`config.mk`:
```
export PLATFORM = sky130hd
export DESIGN_NAME = store_buffer_ctrl
export DESIGN_NICKNAME = d
export VERILOG_FILES = /design/src/rtl/store_buffer_ctrl_pkg.sv /design/src/rtl/store_buffer_ctrl_sb_fifo.sv /design/src/rtl/store_buffer_ctrl.sv
export SDC_FILE = /design/constraint.sdc
export NUM_CORES = 1
export LEC_CHECK = 0
export CORE_MARGIN = 1.5
export CORE_UTILIZATION = 58
export CTS_CLUSTER_SIZE = 25
export DETAILED_ROUTE_END_ITERATION = 6
export GPL_TIMING_DRIVEN = 1
export PLACE_DENSITY = 0.86
export REMOVE_ABC_BUFFERS = 1
export SYNTH_ARGS = -nofsm -noshare
export SYNTH_HDL_FRONTEND = slang
export SYNTH_SLANG_ARGS = --single-unit
```
`constraint.sdc`:
```
create_clock -name clk -period 3.48 [get_ports clk]
set_input_delay 0.348 -clock clk [delete_from_list [all_inputs] [get_ports clk]]
set_output_delay 0.348 -clock clk [all_outputs]
set_load 0.01 [all_outputs]
```
`src/rtl/store_buffer_ctrl_pkg.sv`:
```
// store_buffer_ctrl_pkg: shared types and defaults for the store buffer and cache arbiter
package store_buffer_ctrl_pkg;

    localparam int SB_DEPTH  = 4;
    localparam int SB_ADDR_W = 32;
    localparam int SB_DATA_W = 32;

    typedef enum logic [2:0] {
        S_IDLE,
        S_ST_ADDR,
        S_ST_DATA,
        S_LD_ADDR,
        S_LD_DATA
    } sb_state_t;

    // Entry widths follow the package defaults; the block's ADDR_W/DATA_W must match them.
    typedef struct packed {
        logic [SB_ADDR_W-1:0] addr;
        logic [SB_DATA_W-1:0] wdata;
        logic [3:0]           wstrb;
        logic                 uncache;
        logic                 valid;
    } sb_entry_t;

endpackage

```
`src/rtl/store_buffer_ctrl_sb_fifo.sv`:
```
// sb_fifo: in-order committed-store storage with occupancy and per-entry word-address match
module sb_fifo
    import store_buffer_ctrl_pkg::*;
#(
    parameter int DEPTH = SB_DEPTH,
    localparam int PW   = $clog2(DEPTH)
) (
    input  logic                   clk,
    input  logic                   rst_n,
    input  logic                   push,
    input  logic                   pop,
    input  sb_entry_t              wr_entry,
    input  logic [SB_ADDR_W-1:2]   cmp_word,
    output sb_entry_t              head,
    output logic [PW:0]            count,
    output logic                   full,
    output logic [DEPTH-1:0]       hit
);

    sb_entry_t      mem [DEPTH];
    logic [PW-1:0]  wr_ptr;
    logic [PW-1:0]  rd_ptr;
    logic           do_push;

    assign full    = count == (PW+1)'(DEPTH);
    assign do_push = push & ~full;
    assign head    = mem[rd_ptr];

    // pointer/occupancy bookkeeping; a push while full is dropped even if the head pops
    always_ff @(posedge clk or negedge rst_n) begin
        if (!rst_n) begin
            wr_ptr <= '0;
            rd_ptr <= '0;
            count  <= '0;
            for (int i = 0; i < DEPTH; i++) mem[i] <= '0;
        end else begin
            if (do_push) begin
                mem[wr_ptr] <= wr_entry;
                wr_ptr      <= wr_ptr + 1'b1;
            end
            if (pop) begin
                mem[rd_ptr].valid <= 1'b0;
                rd_ptr            <= rd_ptr + 1'b1;
            end
            count <= count + (PW+1)'(do_push) - (PW+1)'(pop);
        end
    end

    // word-address match of every live entry; the in-flight store is still the live head
    always_comb begin
        hit = '0;
        for (int i = 0; i < DEPTH; i++)
            hit[i] = mem[i].valid & (mem[i].addr[SB_ADDR_W-1:2] == cmp_word);
    end

endmodule

```
`src/rtl/store_buffer_ctrl.sv`:
```
// store_buffer_ctrl: store buffer drain and load arbitration onto a single data-cache channel
module store_buffer_ctrl
    import store_buffer_ctrl_pkg::*;
#(
    parameter int DEPTH  = SB_DEPTH,
    parameter int ADDR_W = SB_ADDR_W,
    parameter int DATA_W = SB_DATA_W
) (
    input  logic              clk,
    input  logic              rst_n,
    input  logic              st_push_i,
    input  logic [ADDR_W-1:0] st_addr_i,
    input  logic [DATA_W-1:0] st_wdata_i,
    input  logic [3:0]        st_wstrb_i,
    input  logic              st_uncache_i,
    output logic              st_full_o,
    output logic              sb_empty_o,
    input  logic              ld_req_i,
    input  logic [ADDR_W-1:0] ld_addr_i,
    input  logic              ld_uncache_i,
    output logic              ld_addr_ok_o,
    output logic              ld_data_ok_o,
    output logic [DATA_W-1:0] ld_rdata_o,
    input  logic              excep_flush_i,
    output logic              cache_req_o,
    output logic              cache_we_o,
    output logic [ADDR_W-1:0] cache_addr_o,
    output logic [DATA_W-1:0] cache_wdata_o,
    output logic [3:0]        cache_wstrb_o,
    output logic              cache_uncache_o,
    input  logic              cache_addr_ok_i,
    input  logic              cache_data_ok_i,
    input  logic [DATA_W-1:0] cache_rdata_i
);

    localparam int PW = $clog2(DEPTH);

    sb_state_t         state;
    sb_state_t         state_nxt;
    sb_entry_t         wr_entry;
    sb_entry_t         head;
    logic [PW:0]       count;
    logic [DEPTH-1:0]  hit;
    logic              full;
    logic              pop;
    logic              cancel;
    logic              conflict;
    logic              st_issue;
    logic              ld_issue;

    assign wr_entry = '{addr: st_addr_i, wdata: st_wdata_i, wstrb: st_wstrb_i,
                        uncache: st_uncache_i, valid: 1'b1};
    assign pop      = (state == S_ST_DATA) & cache_data_ok_i;
    assign conflict = (|hit) | (ld_uncache_i & ~sb_empty_o);

    sb_fifo #(.DEPTH(DEPTH)) u_fifo (
        .clk      (clk),
        .rst_n    (rst_n),
        .push     (st_push_i),
        .pop      (pop),
        .wr_entry (wr_entry),
        .cmp_word (ld_addr_i[ADDR_W-1:2]),
        .head     (head),
        .count    (count),
        .full     (full),
        .hit      (hit)
    );

    // channel state register
    always_ff @(posedge clk or negedge rst_n) begin
        if (!rst_n) state <= S_IDLE;
        else        state <= state_nxt;
    end

    // arbitration: a full buffer beats loads, a clean load beats a partial drain
    always_comb begin
        state_nxt = state;
        case (state)
            S_IDLE:    state_nxt = full ? S_ST_ADDR :
                                   (ld_req_i & ~excep_flush_i & ~conflict) ? S_LD_ADDR :
                                   (count != '0) ? S_ST_ADDR : S_IDLE;
            S_ST_ADDR: state_nxt = cache_addr_ok_i ? S_ST_DATA : S_ST_ADDR;
            S_ST_DATA: state_nxt = cache_data_ok_i ? S_IDLE : S_ST_DATA;
            S_LD_ADDR: state_nxt = cache_addr_ok_i ? S_LD_DATA :
                                   excep_flush_i ? S_IDLE : S_LD_ADDR;
            S_LD_DATA: state_nxt = cache_data_ok_i ? S_IDLE : S_LD_DATA;
            default:   state_nxt = S_IDLE;
        endcase
    end

    // a load flushed after acceptance still owns the channel until its data returns, but is not reported
    always_ff @(posedge clk or negedge rst_n) begin
        if (!rst_n)                                                    cancel <= 1'b0;
        else if (state_nxt == S_IDLE)                                  cancel <= 1'b0;
        else if (excep_flush_i & ((state == S_LD_DATA) | ld_addr_ok_o)) cancel <= 1'b1;
    end

    // cache request and load handshake outputs
    always_comb begin
        st_issue        = (state == S_ST_ADDR) & head.valid;
        ld_issue        = state == S_LD_ADDR;
        cache_req_o     = st_issue | ld_issue;
        cache_we_o      = st_issue;
        cache_addr_o    = st_issue ? head.addr : ld_issue ? ld_addr_i : '0;
        cache_wdata_o   = st_issue ? head.wdata : '0;
        cache_wstrb_o   = st_issue ? head.wstrb : '0;
        cache_uncache_o = st_issue ? head.uncache : ld_issue & ld_uncache_i;
        ld_addr_ok_o    = ld_issue & cache_addr_ok_i;
        ld_data_ok_o    = (state == S_LD_DATA) & cache_data_ok_i & ~cancel;
        ld_rdata_o      = cache_rdata_i;
        st_full_o       = full;
        sb_empty_o      = (count == '0) & (state != S_ST_ADDR) & (state != S_ST_DATA);
    end

endmodule

```
==> impl_metrics.ini <==
[timing]
timing.final.crit_share = 0.9360
final-setup-viol-count = 0
final-hold-violation-count = 0
relSlewSlack = 0.5017
max_freq_ghz = 0.3070
worstMarginPinSlew_ps = 747.5
slew_viol_final = 0
fin_setup_tns_ps = 0
fin_crit_ps = 3257
clock_skew_ps = 14.17
fin_ws_ps = 222.6
rsz0062_at_grt = no

[setup_path]
worstPathMaxFanout = 31
cp_data_required_time_ps = 3130
path_class = reg2out
start_kind = register
arrival_ps = 2910
end_kind = output pin

[route]
vias_per_cell = 6.038
drc = 0
wl_um = 36210
drtPass1Iterations = 5
ant_nets = 0
via_count = 9304
drt_iter0_markers = 614
wl_per_cell_um = 23.50

[pwr]
p_sw_mw = 5.945
leakagePower_nw = 7.236
p_seq_frac = 0.355
combPwrFrac = 0.456
switching_share = 0.3268
p_per_area_mw_per_mm2 = 1016
internal_power_mw = 12.25
power.share.clock = 0.189
irDropWorstVdd_v = 0.0006043

[die]
die_area_mm2 = 0.02684
core_region_area_mm2 = 0.02525
start_util = 0.5941
die_h_um = 163.8
num_rows = 58
ios = 248
die_x_um = 163.8

[logic_synthesis]
synth_cells = 1069
yosysWarnings = 0
synth_edf_count = 0
ys.flop_type = dfrtp_1
synth_area_mm2 = 0.01500
synth.yosys.seq_area_share = 0.4853
ys_ff_latch = 291
async_flop_share = 1.000
syn_avg_cell_area_um2 = 14.04
synth_cell_types = 37

[grt]
grt_pass1_wl_um = 56610
grt_overflow = 0
grt_antenna_before_repair = 5
grt_pass1_vias = 9899
grt_usage = 0.2780
grt_start_max_net_pins = 98

[placement]
dp_cells = 1482
place_area_mm2 = 0.01682
io_buffers = 183
dp_slack_ps = 777.9
post-dp-hpwl_um = 24500
globalplace.congestion = 0.8665

[layout]
nFillCells = 1706
layout-drive-gt1-share = 0.3516
layout_commonest_cell = dfrtp_1
fin_cells = 1541
area_growth_pct = 19.35
fin_nets = 1336
postLayoutCoreUtil = 0.7091
stdcell_area_mm2 = 0.01791
layout_common_cells = dfrtp_1 (289), mux2_2 (272), clkdlybuf4s50_1 (182), xnor2_1 (115), mux4_2 (70)

[clocking]
cts_tree = built
cts_max_path_buffers = 3
clock_latency_ps = 540
root_buffer = clkbuf_16
cts_buffers = 29
clk_pin_slew_worst_paths_ps = 60
ctsResizeCount = 0
clock_sinks = 291
ctsHtreeMaxLevel = 1

[worst_hold_path]
min_path_type = in2async

[job]
maxCapViolations = 0

[run_status]
outcome = finished, final reports clean
[final cells by class]
cell class	instances	area, um^2	share of cell area
clock buffer	39	813.3	0.04542
tap	330	412.9	0.02306
multi-input combinational	646	7014	0.3917
timing repair buffer	207	2082	0.1163
clock inverter	14	249.0	0.01390
antenna	5	12.51	0.0006987
sequential	291	7289	0.4071
inverter	9	33.78	0.001887
[critical path, stage by stage (launching register included)]
cell and delay, ps:
dfrtp_4 750, mux4_2 370, and3b_2 220, buf_4 230
or2_2 300, clkdlybuf4s50_1 470
[worst paths after layout]
kind | from | endpoint | slack, ps | cells after the start
max in group asynchronous | rst_n | u_fifo.rd_ptr[0] | 2170 | 3
hold reg to reg | register | register | 500 | 1
min in group clk | register | register | 500 | 1
hold / removal | rst_n | asynchronous set/reset pin | 420 | 2
setup reg to reg | u_fifo.count[1] | register | 1210 | 6
setup / recovery | u_fifo.rd_ptr[1] | cache_req_o | 220 | 5
[cell usage after synthesis, drive strengths merged, types with 2 or more instances]
| cell | instances | area [um^2] |
|---|---|---|
| nand4 | 28 | 175.2 |
| inv | 9 | 33.78 |
| a21oi | 13 | 65.06 |
| nor2 | 7 | 26.28 |
| xnor2 | 115 | 1007 |
| nor3b | 2 | 20.02 |
| buf | 79 | 535.5 |
| xor2 | 11 | 96.34 |
| o21ai | 5 | 25.02 |
| mux4 | 70 | 1577 |
| nand2 | 12 | 50.05 |
| clkbuf | 44 | 165.2 |
| a22o | 33 | 289.0 |
| ha | 10 | 125.1 |
| o22ai | 2 | 12.51 |
| nor2b | 3 | 21.27 |
| nor4 | 10 | 62.56 |
| nand3 | 3 | 15.01 |
| dfrtp | 291 | 7282 |
| and2 | 37 | 231.5 |
| mux2 | 276 | 3108 |
[metal layers]
metal	wire [um]	track usage	share of wire
met1	15140	0.3794	0.42
met2	16990	0.4338	0.47
met3	2885	0.06995	0.080
met4	1196	0.1017	0.033
met5	0	0	0
[power by group through the flow]
stage          logic [mW]  clock network, mW  registers (mW)
2_1_floorplan        5.49                  0            6.26
3_3_place_gp         8.11                  0            6.31
3_5_place_dp         8.30                  0            6.45
4_1_cts              8.38               3.49            6.42
5_1_grt              8.85               3.65            6.66
6_report             8.30               3.44            6.45
[repair_timing]
item	CTS	global route
hold buffers	1	0
endpoints found under the hold margin	92	0
buffers inserted	0	0
[through the flow]
stage / hold slack (ps) / total power, mW
2_1_floorplan: 52.41 / 11.75
4_1_cts: 458.6 / 18.29
3_5_place_dp: 439.7 / 14.75
3_3_place_gp: 433.7 / 14.42
5_1_grt: 495.8 / 19.16
6_report: 415.6 / 18.19
[kinds of logic (layout without fill, tap and decap cells)]
family	Yosys count	count (layout)	share of synthesized area
adder cells (fa/ha/maj)	11	11	0.009673
buffers and inverters	132	269	0.04895
XOR/XNOR	126	126	0.07355
multiplexers	346	346	0.3122
other	0	5	0
AO/OA/AOI/OAI	56	56	0.02769
AND/OR/NAND/NOR	107	107	0.04261
flip-flops	291	291	0.4853
Note: power is estimated with default switching activity, not from simulation.
